--- config.mk ---
export PLATFORM = sky130hd
export DESIGN_NAME = board_loader_flat
export DESIGN_NICKNAME = d
export VERILOG_FILES = /design/src/rtl/board_loader_pkg.sv /design/src/rtl/board_loader_if.sv /design/src/rtl/board_loader.sv /design/src/flat_wrapper.sv
export SDC_FILE = /design/constraint.sdc
export NUM_CORES = 1
export LEC_CHECK = 0
export BUFFER_PORTS_ARGS = -buffer_cell sky130_fd_sc_hd__buf_2
export CORE_MARGIN = 10
export CORE_UTILIZATION = 64
export CTS_BUF_LIST = sky130_fd_sc_hd__clkbuf_8
export DETAILED_ROUTE_END_ITERATION = 7
export PLACE_DENSITY = 0.9
export SYNTH_ARGS = -nofsm -noshare
export SYNTH_HDL_FRONTEND = slang
export SYNTH_SLANG_ARGS = --single-unit
--- constraint.sdc ---
create_clock -name clk -period 3.3 [get_ports clk]
set_input_delay 0.66 -clock clk [delete_from_list [all_inputs] [get_ports clk]]
set_output_delay 0.66 -clock clk [all_outputs]
set_load 0.1 [all_outputs]
--- src/rtl/board_loader_pkg.sv ---
// Shared constants and types for the board loader: piece codes, error codes,
// castle-bit positions and the loader FSM state type.
package board_loader_pkg;

    localparam int PIECE_WIDTH = 4;
    localparam int ROW_WIDTH   = PIECE_WIDTH * 8;
    localparam int BOARD_WIDTH = PIECE_WIDTH * 64;

    localparam logic [PIECE_WIDTH-1:0] PIECE_EMPTY = 4'd0;
    localparam logic [PIECE_WIDTH-1:0] WHITE_KING  = 4'd6;
    localparam logic [PIECE_WIDTH-1:0] BLACK_KING  = 4'd14;

    localparam logic [1:0] ERR_NONE  = 2'd0;
    localparam logic [1:0] ERR_SHORT = 2'd1;
    localparam logic [1:0] ERR_LONG  = 2'd2;
    localparam logic [1:0] ERR_KINGS = 2'd3;

    localparam int CASTLE_WK = 0;
    localparam int CASTLE_WQ = 1;
    localparam int CASTLE_BK = 2;
    localparam int CASTLE_BQ = 3;

    typedef enum logic {
        ST_FILL = 1'b0,
        ST_PEND = 1'b1
    } state_t;

    // Two-bit counter that sticks at 3 so a flood of kings cannot wrap back to 1.
    function automatic logic [1:0] sat_inc(input logic [1:0] cnt, input logic hit);
        logic [1:0] res;
        if (hit && (cnt != 2'd3)) begin
            res = cnt + 2'd1;
        end else begin
            res = cnt;
        end
        return res;
    endfunction

endpackage

--- src/rtl/board_loader_if.sv ---
// Square stream in, packed board plus metadata out; the loader uses the slave view.
interface board_loader_if;
    import board_loader_pkg::*;

    logic                   in_valid;
    logic                   in_ready;
    logic [PIECE_WIDTH-1:0] in_piece;
    logic                   in_last;
    logic                   in_white_to_move;
    logic [3:0]             in_castle_mask;
    logic [3:0]             in_en_passant_col;
    logic [BOARD_WIDTH-1:0] board;
    logic                   white_to_move;
    logic [3:0]             castle_mask;
    logic [3:0]             en_passant_col;
    logic                   board_valid;
    logic                   board_ready;
    logic                   load_error;
    logic [1:0]             error_code;

    modport master (
        output in_valid, in_piece, in_last, in_white_to_move, in_castle_mask,
               in_en_passant_col, board_ready,
        input  in_ready, board, white_to_move, castle_mask, en_passant_col,
               board_valid, load_error, error_code
    );

    modport slave (
        input  in_valid, in_piece, in_last, in_white_to_move, in_castle_mask,
               in_en_passant_col, board_ready,
        output in_ready, board, white_to_move, castle_mask, en_passant_col,
               board_valid, load_error, error_code
    );

endinterface

--- src/rtl/board_loader.sv ---
// Assembles a 64-square position into a shadow board, validates it, and hands
// it to a double-buffered output slot over a valid/ready handshake.
module board_loader
    import board_loader_pkg::*;
(
    input  logic          clk,
    input  logic          reset,
    board_loader_if.slave bus
);

    state_t                 state_r;
    state_t                 state_nx_s;
    logic [5:0]             sq_count_r;
    logic [1:0]             wk_cnt_r;
    logic [1:0]             bk_cnt_r;
    logic [1:0]             wk_inc_s;
    logic [1:0]             bk_inc_s;
    logic [BOARD_WIDTH-1:0] shadow_r;
    logic [BOARD_WIDTH-1:0] board_r;
    logic                   pend_wtm_r;
    logic [3:0]             pend_castle_r;
    logic [3:0]             pend_ep_r;
    logic                   wtm_r;
    logic [3:0]             castle_r;
    logic [3:0]             ep_r;
    logic                   board_valid_r;
    logic                   in_ready_r;
    logic                   load_error_r;
    logic [1:0]             error_code_r;
    logic                   accept_s;
    logic                   discard_s;
    logic                   transfer_s;
    logic [1:0]             err_s;

    // King tallies as they would stand after the current beat.
    assign wk_inc_s = sat_inc(wk_cnt_r, bus.in_piece == WHITE_KING);
    assign bk_inc_s = sat_inc(bk_cnt_r, bus.in_piece == BLACK_KING);

    // FSM state register.
    always_ff @(posedge clk or negedge reset) begin
        if (!reset) begin
            state_r <= ST_FILL;
        end else begin
            state_r <= state_nx_s;
        end
    end

    // Next state, beat acceptance, discard classification and transfer decision.
    always_comb begin
        state_nx_s = state_r;
        accept_s   = 1'b0;
        discard_s  = 1'b0;
        transfer_s = 1'b0;
        err_s      = ERR_NONE;
        case (state_r)
            ST_FILL: begin
                accept_s = bus.in_valid;
                if (accept_s && bus.in_last && (sq_count_r != 6'd63)) begin
                    discard_s = 1'b1;
                    err_s     = ERR_SHORT;
                end else if (accept_s && (sq_count_r == 6'd63) && !bus.in_last) begin
                    discard_s = 1'b1;
                    err_s     = ERR_LONG;
                end else if (accept_s && (sq_count_r == 6'd63)) begin
                    if ((wk_inc_s == 2'd1) && (bk_inc_s == 2'd1)) begin
                        state_nx_s = ST_PEND;
                    end else begin
                        discard_s = 1'b1;
                        err_s     = ERR_KINGS;
                    end
                end else begin
                    state_nx_s = ST_FILL;
                end
            end
            ST_PEND: begin
                transfer_s = !board_valid_r || bus.board_ready;
                if (transfer_s) begin
                    state_nx_s = ST_FILL;
                end else begin
                    state_nx_s = ST_PEND;
                end
            end
            default: begin
                state_nx_s = ST_FILL;
            end
        endcase
    end

    // Square index and king tallies; a discard or a transfer restarts the count.
    always_ff @(posedge clk or negedge reset) begin
        if (!reset) begin
            sq_count_r <= 6'd0;
            wk_cnt_r   <= 2'd0;
            bk_cnt_r   <= 2'd0;
        end else if (discard_s || transfer_s) begin
            sq_count_r <= 6'd0;
            wk_cnt_r   <= 2'd0;
            bk_cnt_r   <= 2'd0;
        end else if (accept_s) begin
            sq_count_r <= sq_count_r + 6'd1;
            wk_cnt_r   <= wk_inc_s;
            bk_cnt_r   <= bk_inc_s;
        end
    end

    // Shadow board write; discarded partial boards are simply overwritten later.
    always_ff @(posedge clk or negedge reset) begin
        if (!reset) begin
            shadow_r <= '0;
        end else begin
            for (int i = 0; i < 64; i++) begin
                if (accept_s && (sq_count_r == 6'(i))) begin
                    shadow_r[i*PIECE_WIDTH +: PIECE_WIDTH] <= bus.in_piece;
                end
            end
        end
    end

    // Metadata captured from the accepted, valid last beat.
    always_ff @(posedge clk or negedge reset) begin
        if (!reset) begin
            pend_wtm_r    <= 1'b0;
            pend_castle_r <= 4'd0;
            pend_ep_r     <= 4'd0;
        end else if (accept_s && (state_nx_s == ST_PEND)) begin
            pend_wtm_r    <= bus.in_white_to_move;
            pend_castle_r <= bus.in_castle_mask;
            pend_ep_r     <= bus.in_en_passant_col;
        end
    end

    // Output slot: a transfer wins over a consume so the slot never goes empty.
    always_ff @(posedge clk or negedge reset) begin
        if (!reset) begin
            board_r       <= '0;
            wtm_r         <= 1'b0;
            castle_r      <= 4'd0;
            ep_r          <= 4'd0;
            board_valid_r <= 1'b0;
        end else if (transfer_s) begin
            board_r       <= shadow_r;
            wtm_r         <= pend_wtm_r;
            castle_r      <= pend_castle_r;
            ep_r          <= pend_ep_r;
            board_valid_r <= 1'b1;
        end else if (board_valid_r && bus.board_ready) begin
            board_valid_r <= 1'b0;
        end
    end

    // Registered stream ready and error reporting.
    always_ff @(posedge clk or negedge reset) begin
        if (!reset) begin
            in_ready_r   <= 1'b1;
            load_error_r <= 1'b0;
            error_code_r <= ERR_NONE;
        end else begin
            in_ready_r   <= (state_nx_s == ST_FILL);
            load_error_r <= discard_s;
            if (discard_s) begin
                error_code_r <= err_s;
            end
        end
    end

    assign bus.in_ready       = in_ready_r;
    assign bus.board          = board_r;
    assign bus.white_to_move  = wtm_r;
    assign bus.castle_mask    = castle_r;
    assign bus.en_passant_col = ep_r;
    assign bus.board_valid    = board_valid_r;
    assign bus.load_error     = load_error_r;
    assign bus.error_code     = error_code_r;

endmodule

--- src/flat_wrapper.sv ---
// flat-port wrapper written by rule: the top's interface ports become plain ports
module board_loader_flat import board_loader_pkg::*;
  (clk, reset, bus_in_valid, bus_in_piece, bus_in_last, bus_in_white_to_move, bus_in_castle_mask, bus_in_en_passant_col, bus_board_ready, bus_in_ready, bus_board, bus_white_to_move, bus_castle_mask, bus_en_passant_col, bus_board_valid, bus_load_error, bus_error_code);
  board_loader_if bus_i ();
  input  logic clk;
  input  logic reset;
  input wire logic [$bits(bus_i.in_valid)-1:0] bus_in_valid;
  input wire logic [$bits(bus_i.in_piece)-1:0] bus_in_piece;
  input wire logic [$bits(bus_i.in_last)-1:0] bus_in_last;
  input wire logic [$bits(bus_i.in_white_to_move)-1:0] bus_in_white_to_move;
  input wire logic [$bits(bus_i.in_castle_mask)-1:0] bus_in_castle_mask;
  input wire logic [$bits(bus_i.in_en_passant_col)-1:0] bus_in_en_passant_col;
  input wire logic [$bits(bus_i.board_ready)-1:0] bus_board_ready;
  output wire logic [$bits(bus_i.in_ready)-1:0] bus_in_ready;
  output wire logic [$bits(bus_i.board)-1:0] bus_board;
  output wire logic [$bits(bus_i.white_to_move)-1:0] bus_white_to_move;
  output wire logic [$bits(bus_i.castle_mask)-1:0] bus_castle_mask;
  output wire logic [$bits(bus_i.en_passant_col)-1:0] bus_en_passant_col;
  output wire logic [$bits(bus_i.board_valid)-1:0] bus_board_valid;
  output wire logic [$bits(bus_i.load_error)-1:0] bus_load_error;
  output wire logic [$bits(bus_i.error_code)-1:0] bus_error_code;
  assign bus_i.in_valid = bus_in_valid;
  assign bus_i.in_piece = bus_in_piece;
  assign bus_i.in_last = bus_in_last;
  assign bus_i.in_white_to_move = bus_in_white_to_move;
  assign bus_i.in_castle_mask = bus_in_castle_mask;
  assign bus_i.in_en_passant_col = bus_in_en_passant_col;
  assign bus_i.board_ready = bus_board_ready;
  assign bus_in_ready = bus_i.in_ready;
  assign bus_board = bus_i.board;
  assign bus_white_to_move = bus_i.white_to_move;
  assign bus_castle_mask = bus_i.castle_mask;
  assign bus_en_passant_col = bus_i.en_passant_col;
  assign bus_board_valid = bus_i.board_valid;
  assign bus_load_error = bus_i.load_error;
  assign bus_error_code = bus_i.error_code;
  board_loader u_core (.clk(clk), .reset(reset), .bus(bus_i));
endmodule
# After elaboration in Yosys (flattened, before gate mapping)
# Index checks and enable logic that the tools add are counted.
# W data, S select, Z words.
dict set report classes {
  bitwise 2
  addsub 3
  eq_ne 70
  n_mux 28
  reduce_logical 80
}
# cell count
set op_table {}
lappend op_table {{$eq A6 B6 Y1 const B} 32}
lappend op_table {{$eq A6 B5 Y1 const B} 16}
lappend op_table {{$logic_and A1 B1 Y1} 73}
lappend op_table {{$eq A6 B4 Y1 const B} 8}
lappend op_table {{$eq A6 B3 Y1 const B} 4}
lappend op_table {{$mux W2} 11}
lappend op_table {{$mux W1} 14}
lappend op_table {{$eq A6 B2 Y1 const B} 2}
lappend op_table {{$mux W6} 2}
lappend op_table {{$add A6 B1 Y6 const B} 1}
lappend op_table {{$eq A6 B1 Y1 const B} 1}
lappend op_table {{$logic_not A6 Y1} 1}
lappend op_table {{$ne A6 B6 Y1 const B} 1}
lappend op_table {{$add A2 B1 Y2 const B} 2}
lappend op_table {{$eq A2 B1 Y1 const B} 2}
lappend op_table {{$eq A4 B3 Y1 const B} 1}
lappend op_table {{$eq A4 B4 Y1 const B} 1}
lappend op_table {{$ne A2 B2 Y1 const B} 2}
lappend op_table {{$reduce_bool A2 Y1} 2}
lappend op_table {{$logic_not A1 Y1} 2}
lappend op_table {{$logic_or A1 B1 Y1} 2}
lappend op_table {{$not A1 Y1} 2}
lappend op_table {{$pmux W1 S2} 1}
dict set report word_totals {
  output_inout_bits 270
  in_bits 18
  reg_bits 546
}

# Logic depth before layout (Yosys ltp)
# Gate-level depths: netlist of the first run.
dict set report logic_depth {
  depth_word 12
  ltp_mapped 7
  depth_no_buf 6
}

# Worst setup path before layout of the first run
# OpenSTA, ideal clock, no wires.
dict set report synth_path {
  path_kind {in2reg}
  startpoint {in bus_in_piece[0]}
  endpoint {reg u_core.pend_castle_r[0]}
  stages 5
  path_slack_ns 1.170
  path_buffers 0
  arrival_ns 2.005
  required_ns 3.175
  cell_sequence {nand3b_4 > o31ai_1 > nand4_1 > nor3_4 > mux2_2}
}
dict set report synth_between {
  elab_chain_len 11
  elab_cells_between_ends 15
  cone_classes {4 x eq/ne; 7 x mux; 4 x reduce/logical}
}
# item line_no
set synth_rtl {}
lappend synth_rtl {{start: declaration} flat_wrapper.sv:8} ;# input wire logic [$bits(bus_i.in_piece)-1:0] bus_in_piece;
lappend synth_rtl {{$eq A4 B3 Y1 or $eq A4 B4 Y1 (tied branches)} {board_loader.sv:36, board_loader.sv:37}}
lappend synth_rtl {{$logic_and A1 B1 Y1} board_loader_pkg.sv:31} ;# if (hit && (cnt != 2'd3)) begin
lappend synth_rtl {{$mux W2} board_loader_pkg.sv:31}
lappend synth_rtl {{$eq A2 B1 Y1} board_loader.sv:65} ;# if ((wk_inc_s == 2'd1) && (bk_inc_s == 2'd1)) begin
lappend synth_rtl {{$logic_and A1 B1 Y1 (*)} board_loader.sv:65}
lappend synth_rtl {{$mux W1 (*)} board_loader.sv:65}
lappend synth_rtl {{$mux W1 (*)} board_loader.sv:64} ;# end else if (accept_s && (sq_count_r == 6'd63)) begin
lappend synth_rtl {{$mux W1 (*)} board_loader.sv:61} ;# end else if (accept_s && (sq_count_r == 6'd63) && !bus.in_last) begin
lappend synth_rtl {{$mux W1 (*)} board_loader.sv:58} ;# if (accept_s && bus.in_last && (sq_count_r != 6'd63)) begin
lappend synth_rtl {{$pmux W1 S2 (*)} board_loader.sv:55} ;# case (state_r)
lappend synth_rtl {{$logic_and A1 B1 Y1 (*)} board_loader.sv:125} ;# end else if (accept_s && (state_nx_s == ST_PEND)) begin
lappend synth_rtl {{end signal: assignment} board_loader.sv:127} ;# pend_castle_r <= bus.in_castle_mask;
lappend synth_rtl {{end: declaration} board_loader.sv:21} ;# logic [3:0] pend_castle_r;
# Every way passes the cells marked *; elsewhere a longest branch is shown, timed or not.
# A chain may end at the register's enable or synchronous reset.

# Worst setup path in the final report of the first run
dict set report layout_path {
  startpoint {reg u_core.state_r}
  endpoint {reg u_core.shadow_r[245]}
}
dict set report layout_between {
  elab_chain_len 2
}
# item line_no
set layout_rtl {}
lappend layout_rtl {{start: declaration} board_loader.sv:11} ;# state_t state_r;
lappend layout_rtl {{start signal: assignment} board_loader.sv:44} ;# state_r <= state_nx_s;
lappend layout_rtl {{$mux W1} board_loader.sv:55}
lappend layout_rtl {{$logic_and A1 B1 Y1} board_loader.sv:112} ;# if (accept_s && (sq_count_r == 6'(i))) begin
lappend layout_rtl {{end signal: indexed assignment} board_loader.sv:113} ;# shadow_r[i*PIECE_WIDTH +: PIECE_WIDTH] <= bus.in_piece;
lappend layout_rtl {{end: declaration} board_loader.sv:18} ;# logic [BOARD_WIDTH-1:0] shadow_r;
# Every way passes these cells.

==> results of run 1 <==
==> registers in the layout, summed over array words and instances, names as in the netlist, 4 cells and up <==
name,cells
u_core.shadow_r,256
u_core.bus.board,256
u_core.bus.castle_mask,4
u_core.bus.en_passant_col,4
u_core.sq_count_r,6
u_core.pend_castle_r,4
u_core.pend_ep_r,4
==> layout make-up <==
class,instances,area [sq um]
Tap cell,442,553
Sequential cell,546,13700
Antenna cell,3,7.51
Clock inverter,45,249
Multi-Input combinational cell,1231,6980
Timing Repair Buffer,317,1820
Clock buffer,104,1430
Inverter,2,7.51
Fill cell,1959,7740
==> routing by layer <==
layer  wire length (um)  vias to the layer above  global-route usage, %
li1                   -                     6621                      -
met1              22000                     7610                   34.9
met2              25600                      643                   41.9
met3               4350                      131                   6.52
met4               2140                        0                   11.9
met5                  0                        -                      0
==> critical path, stage by stage (launching register included) <==
cell and delay [ns]:
sky130_fd_sc_hd__dfrtp_1 0.48, sky130_fd_sc_hd__nor2b_1 0.38, sky130_fd_sc_hd__nand3_1 0.61, sky130_fd_sc_hd__nor2_1 0.57
sky130_fd_sc_hd__mux2_2 0.40
==> worst max-delay path by stage <==
stage                         start                 endpoint  depth (start not counted)
floorplan           bus_in_piece[0]  u_core.pend_castle_r[0]                          5
global placement       bus_in_valid     u_core.shadow_r[250]                          5
detailed placement     bus_in_valid     u_core.shadow_r[247]                          5
CTS                  u_core.state_r     u_core.shadow_r[245]                          4
global route         u_core.state_r     u_core.shadow_r[245]                          4
finish               u_core.state_r     u_core.shadow_r[245]                          4
==> per-stage QoR <==
stage	area, sq um	utilization (%)	setup slack [ns]
final	24700	76.2	0.737
after global routing	24700	76.1	0.578
after CTS	24700	76.1	0.773
after detailed placement	23000	71.0	0.511
after global placement	23000	71.0	0.682
after floorplan	21000	-	1.17
==> power by group through the flow <==
stage	sequential, mW	combinational [mW]	clock [mW]
after detailed placement	7.18	0.588	0
after global placement	7.15	0.556	0
after floorplan	7.13	0.321	0
after CTS	7.06	0.592	5.64
after global routing	7.09	0.647	5.96
final	7.06	0.582	5.56
==> cells in the final DEF, fill, tap and decap left out, types with 3 or more instances in the layout <==
cell,n
sky130_fd_sc_hd__buf_4,18
sky130_fd_sc_hd__nor2_4,10
sky130_fd_sc_hd__a21oi_1,3
sky130_fd_sc_hd__nand2_1,833
sky130_fd_sc_hd__mux2_2,263
sky130_fd_sc_hd__nand2b_1,5
sky130_fd_sc_hd__nor2_1,53
sky130_fd_sc_hd__clkinv_2,6
sky130_fd_sc_hd__o21ai_0,3
sky130_fd_sc_hd__nand4_1,3
sky130_fd_sc_hd__nor2b_1,4
sky130_fd_sc_hd__nor3_1,3
sky130_fd_sc_hd__diode_2,3
sky130_fd_sc_hd__inv_1,34
sky130_fd_sc_hd__buf_2,286
sky130_fd_sc_hd__clkinvlp_4,4
sky130_fd_sc_hd__nand3_1,6
sky130_fd_sc_hd__ha_1,6
sky130_fd_sc_hd__xor2_1,3
sky130_fd_sc_hd__and2_1,6
sky130_fd_sc_hd__buf_12,12
sky130_fd_sc_hd__clkbuf_8,104
sky130_fd_sc_hd__xnor2_1,3
sky130_fd_sc_hd__dfrtp_1,545
==> kinds of logic (layout without fill, tap and decap cells) <==
logic type               count (synthesis)  in the layout
XOR/XNOR                                 6              6
AO/OA/AOI/OAI                           14             14
buffers and inverters                  100            468
AND/OR/NAND/NOR                        938            938
adder cells (fa/ha/maj)                  6              6
multiplexers                           267            267
flip-flops                             546            546
other                                    0              3
==> impl_results.md, run 1 <==
- Maximum vdd drop: 354 uV
- Clock buffer count from CTS: 85
- CTS root buf: sky130_fd_sc_hd__clkbuf_8
- Synthesized instance count: approximately 1900
- Compound-Gate Fraction of Synth Area: less than 1%
- Worst min-delay path category: input pin to async pin
- Post-route non-filler standard cell count: roughly 2700
- Sink count of the clock tree: about 550
- Worst Tran Pin Value: 0.870 ns
- Number of cells upsized or downsized after cts: 0
- Number of synthesized register bits: 546
- Total number of placement rows: 66
- R2R setup slack: 0.74 ns
- Detailed placer's ending HPWL: ~35000 um
- Total detailed-routing wirelength: between 50000 and 60000 um
- First-iteration detailed-routing DRC count: 1233
- Overflow left after global routing: 0
- Number of global-route vias before repair: ~16000
- Setup Total Neg Slack: 0 ns
- Net count after synthesis: 1901
- Area growth from synthesis to final layout: 17.5%
- Full die area: around 41000 sq um
- Count of vias placed by the detailed router: about 15000
- Post-Synth Adder-Cell Area: less than 1%
- # setup viols final: 0
- Unrepaired setup endpoints after global routing: no
- Synth Flop Type: sky130_fd_sc_hd__dfrtp_1
- Seq/Total Area, Yosys: 65.0%
- Average wire per standard cell: roughly 20 um
- Part of the total power dissipated in sequential elements: approximately 54%
- Worst skew pair latency: between 0.6 and 0.7 ns
- Share of post-route cells with drive strength above 1: 31.9%
- TritonRoute pass-1 iters: 5
- I/O pins: approximately 290
- Initial antenna violation count: 2
- Worst endpoint required time: ~3.8 ns
- Clock Path Buffers: 3
- Warnings, synthesis: 0
- Total power draw: 13.2 mW
- Number of nets in the layout: roughly 2200
- Post-Synth Simple-Gate Area: about 18%
- Area contributors post-synth: sky130_fd_sc_hd__dfrtp_1 65%, sky130_fd_sc_hd__nand2_1 15%, sky130_fd_sc_hd__mux2_2 14%
- Setup Skew: roughly 0.027 ns
- Detailed-route DRC error count: 0
- Reg2reg end: u_core.shadow_r[245]
- Library cell occupying the most area in the post-synthesis netlist: sky130_fd_sc_hd__dfrtp_1
- Total global-route track usage: 26.7%
- Period minus WS final: around 2.6 ns
- Hold violation count in the final report: 0
- Count of hold buffers inserted by post-cts repair: 0
- Inst Count DP: ~2500
- Critical path endpoint category: register
- TritonCTS clock tree: yes
- Buffers inserted during post-CTS setup optimization: 0
- Top-area cell type share of the netlist area: roughly two thirds
- Leakage power summed over all cells: 14.1 nW
- Startpoint Class: register
- Dominant combinational cell family by area after synthesis: simple AND/OR/NAND/NOR gates
- Synth cell count leaders: 834 x sky130_fd_sc_hd__nand2_1, 545 x sky130_fd_sc_hd__dfrtp_1, 263 x sky130_fd_sc_hd__mux2_2
- Synth Area per Inst: 11.2 sq um
- Vertical die dimension: 201 um
- Arr. time, crit path: slightly above 3 ns
- Count leader, synth: sky130_fd_sc_hd__nand2_1
- Share of async-settable or async-resettable flops after synthesis: 100%
- Worst r2r path cells: 4
- Cell-internal power: around 10 mW
- Switching share of total power: 23.1%
- Number of unique standard cell types used by synthesis: 44
- Origin of the critical flop-to-flop path: u_core.state_r
- Global-route wire length before repair: slightly below 90000 um
- PortBufs: about 290
- Horizontal die dimension: 201 um
- Number of synthesized flops with an enable pin: 0
- Final Max Tran Viols: 0
- Multiplexer area fraction after synthesis: between 10 and 15%
- Via density per instance: about 5.6
- Xor-xnor portion of the synthesized cell area: 0.250%
- Power share of the clock group: a little over two fifths
- Share of power burned in combinational logic: around 4.4%
- Max-cap violations: 0
- Clock edge transition at the registers on the reported setup and hold paths: 0.06 ns
- Post-synth design cell area: around 21000 sq um
- Switching Power: between 3 and 4 mW
- Total power per unit cell area: between 500 and 600 nW/um^2
- Largest net degree at the start of global routing: between 100 and 150
- GP Congestion: 0.853
- Top fanout value on the critical path: 11
- Max Clk Rate: just under 400 MHz
- Worst slew slack as a fraction of its limit: a little over two fifths
- Core area: approximately 32000 sq um
- CTS HTree Levels: 3
- Final worst-path cycle share: 77.7%
- Effective utilization at floorplan: between 60% and 70%
- Number of nets still failing antenna checks after routing: 0
- Final hold slack: between 0.1 and 0.15 ns
- Result of the run: finished clean
- Critical path class: register to register
Note: power is estimated with default switching activity, not from simulation.
==> run 2: changes to the inputs <==
CORE_UTILIZATION = 54   (was 64)
PLACE_DENSITY = 0.82   (was 0.9)
clock period = 2.1 ns   (was 3.3 ns; I/O delays follow)
==> run 2 against run 1 <==
The run now ends with negative setup slack left. Power rose by 61%. Utilization fell by 9.8 points. Via count fell by 0.87%. Critical endpoint is now u_core.pend_wtm_r. Largest power group unchanged. Highest routed layer unchanged.
==> impl_results.md, run 2 (synthesis gave the netlist of run 1 again) <==
- Result of the run: finished, violations left (was finished clean)
- Violated checks: negative setup slack
- Initial antenna violation count: 1 (was 2)
- Leakage power summed over all cells: 14.5 nW (was 14.1 nW)
- Unrepaired setup endpoints after global routing: yes (was no)
- Count of vias placed by the detailed router: 14900 (was 15000)
- # setup viols final: 4 (was 0)
- Detailed placer's ending HPWL: 36300 um (was 34800 um)
- Source of the critical timing path: u_core.bk_cnt_r[1] (was u_core.state_r)
- Period minus WS final: 2.12 ns (was 2.56 ns)
- Final Max Tran Viols: 0 (unchanged)
- Commonest cells after routing, fill and taps aside: 833 x sky130_fd_sc_hd__nand2_1, 543 x sky130_fd_sc_hd__dfrtp_1, 286 x sky130_fd_sc_hd__buf_2 (was 833 x sky130_fd_sc_hd__nand2_1, 545 x sky130_fd_sc_hd__dfrtp_1, 286 x sky130_fd_sc_hd__buf_2)
- Via density per instance: 5.26 (was 5.58)
- TritonCTS clock tree: yes (unchanged)
- TritonRoute pass-1 iters: 5 (unchanged)
- GP Congestion: 0.825 (was 0.853)
- Total global-route track usage: 22.8% (was 26.7%)
- Hold-critical path depth: 2
- Total detailed-routing wirelength: 54900 um (was 54200 um)
- Switching share of total power: 23.3% (was 23.1%)
- Worst min-delay path category: input pin to register (was input pin to async pin)
- Critical path endpoint category: register (unchanged)
- Worst slew slack as a fraction of its limit: 41.9% (was 42.0%)
- Average wire per standard cell: 19.4 um (was 20.1 um)
- Number of nets in the layout: 2263 (was 2207)
- Worst setup slack after layout: -0.0203 ns (was 0.737 ns)
- Worst r2r path cells: 7 (was 4)
- Full die area: 47200 sq um (was 40500 sq um)
- Critical path class: register to register (unchanged)
- Power share of the clock group: 43.2% (was 42.1%)
- Most frequent standard cell in the layout excluding fill and tap cells: sky130_fd_sc_hd__nand2_1 (unchanged)
- Horizontal die dimension: 217 um (was 201 um)
- Vertical die dimension: 217 um (was 201 um)
- Number of nets still failing antenna checks after routing: 0 (unchanged)
- I/O pins: 288 (unchanged)
- Clock Path Buffers: 3 (unchanged)
- Setup slack after placement: -0.104 ns (was 0.511 ns)
- Global-route wire length before repair: 86300 um (was 86900 um)
- Area growth from synthesis to final layout: 21.7% (was 17.5%)
- Overflow left after global routing: 0 (unchanged)
- Post-route non-filler standard cell count: 2826 (was 2690)
- First-iteration detailed-routing DRC count: 1270 (was 1233)
- Top fanout value on the critical path: 4 (was 11)
- Effective utilization at floorplan: 54.5% (was 64.8%)
- Largest net degree at the start of global routing: 83 (was 144)
- Total power per unit cell area: 831 nW/um^2 (was 534 nW/um^2)
- CTS root buf: sky130_fd_sc_hd__clkbuf_8 (unchanged)
- Hold violation count in the final report: 0 (unchanged)
- Number of global-route vias before repair: 15900 (about the same)
- Detailed-route DRC error count: 0 (unchanged)
- Final worst-path cycle share: 101% (was 77.7%)
- Clock edge transition at the registers on the reported setup and hold paths: 0.06 ns (about the same)
- Core area: 38600 sq um (was 32500 sq um)
- Switching Power: 4.94 mW (was 3.05 mW)
- Hold path startpoint: bus_in_last
- Setup Skew: 0.0251 ns (was 0.0266 ns)
- Worst skew pair latency: 0.66 ns (was 0.61 ns)
- Sink count of the clock tree: 546 (unchanged)
- PortBufs: 287 (unchanged)
- CTS HTree Levels: 3 (unchanged)
- Worst endpoint required time: 2.63 ns (was 3.78 ns)
- Cell-internal power: 16.3 mW (was 10.2 mW)
- Maximum vdd drop: 495 uV (was 354 uV)
- Origin of the critical flop-to-flop path: u_core.bk_cnt_r[1] (was u_core.state_r)
- Arr. time, crit path: 2.65 ns (was 3.04 ns)
- Total number of placement rows: 72 (was 66)
- Share of power burned in combinational logic: 4.7% (was 4.4%)
- R2R setup slack: -0.02 ns (was 0.74 ns)
- Worst Tran Pin Value: 0.872 ns (was 0.870 ns)
- Share of post-route cells with drive strength above 1: 34.5% (was 31.9%)
- Startpoint Class: register (unchanged)
- Clock buffer count from CTS: 88 (was 85)
- Inst Count DP: 2655 (was 2538)
- Max Clk Rate: 472 MHz (was 390 MHz)
- Capture endpoint of the worst hold path: u_core.bus.error_code[1]
- Reg2reg end: u_core.pend_wtm_r (was u_core.shadow_r[245])
- Part of the total power dissipated in sequential elements: 52.1% (was 53.5%)
- Max-cap violations: 0 (unchanged)
==> run 2: changes by cell type in the layout (fill, tap and decap cells not counted), moves of 7 or more <==
cell                            change
sky130_fd_sc_hd__nor2_1            -17
sky130_fd_sc_hd__clkbuf_8           +7
sky130_fd_sc_hd__buf_4             +35
sky130_fd_sc_hd__nor2_2            +16
sky130_fd_sc_hd__buf_12             +7
sky130_fd_sc_hd__dlygate4sd3_1     +10
==> run 2: area by class of cell <==
class | count | area, sq um
antenna | 1 | 2.50
clock buffer | 111 | 1530
clock inverter | 47 | 275
fill | 2803 | 13000
inverter | 2 | 7.51
multi-input combinational | 1231 | 7120
sequential | 546 | 13700
tap | 518 | 648
timing repair buffer | 370 | 2350
==> run 2: power groups by stage <==
stage,combinational (mW),sequential [mW],clock [mW]
floorplan,0.504,11.2,0
global placement,0.936,11.2,0
detailed placement,0.983,11.3,0
CTS,1.00,11.1,9.33
global route,1.09,11.1,9.82
finish,0.999,11.1,9.19
==> run 2: metrics by stage <==
stage / util (%) / total power, mW / cell area, sq um / hold WS [ns] / setup TNS, ns
after detailed placement: 61.0 / 12.2 / 23500 / 0.381 / -1.60
final: 66.4 / 21.3 / 25600 / 0.0427 / -0.0497
after global placement: 61.0 / 12.2 / 23500 / 0.378 / 0
after floorplan: - / 11.7 / 21000 / 0.124 / 0
after CTS: 66.0 / 21.4 / 25400 / 0.0000567 / 0
after global routing: 66.4 / 22.0 / 25600 / 0.0252 / -0.534
==> run 2: how the worst max path moves through the flow <==
| stage | end | slack, ns |
|---|---|---|
| 5_1_grt | u_core.pend_castle_r[0] | -0.09 |
| 4_1_cts | u_core.pend_wtm_r | 0.03 |
| 3_5_place_dp | u_core.bk_cnt_r[0] | -0.10 |
| 6_report | u_core.pend_wtm_r | -0.02 |
| 3_3_place_gp | u_core.pend_ep_r[1] | 0.05 |
| 2_1_floorplan | u_core.bus.board[57] | 0.03 |
==> run 2: worst max-delay path: stages, from the launching register on <==
cell and delay [ns]:
sky130_fd_sc_hd__dfrtp_1 0.41, sky130_fd_sc_hd__ha_2 0.20, sky130_fd_sc_hd__nand2b_4 0.16, sky130_fd_sc_hd__nor4b_4 0.34
sky130_fd_sc_hd__nor3_4 0.07, sky130_fd_sc_hd__nor3_4 0.29, sky130_fd_sc_hd__clkbuf_16 0.20, sky130_fd_sc_hd__mux2_2 0.32
==> run 2: repair_timing <==
action	4_1_cts	5_1_grt
endpoints found under the setup margin	19	60
endpoints found under the hold margin	44	0
pin swaps	1	5
gates cloned	0	1
setup buffers	0	1
resized for setup	4	35
hold buffers	10	0
==> run 2: layer usage <==
metal / vias up / GRT usage, % / wire length [um]
met5: - / 0 / 0
met4: 0 / 8.20 / 1340
met3: 93 / 6.24 / 4110
met2: 529 / 37.0 / 26700
met1: 7530 / 29.1 / 22700
li1: 6722 / - / -
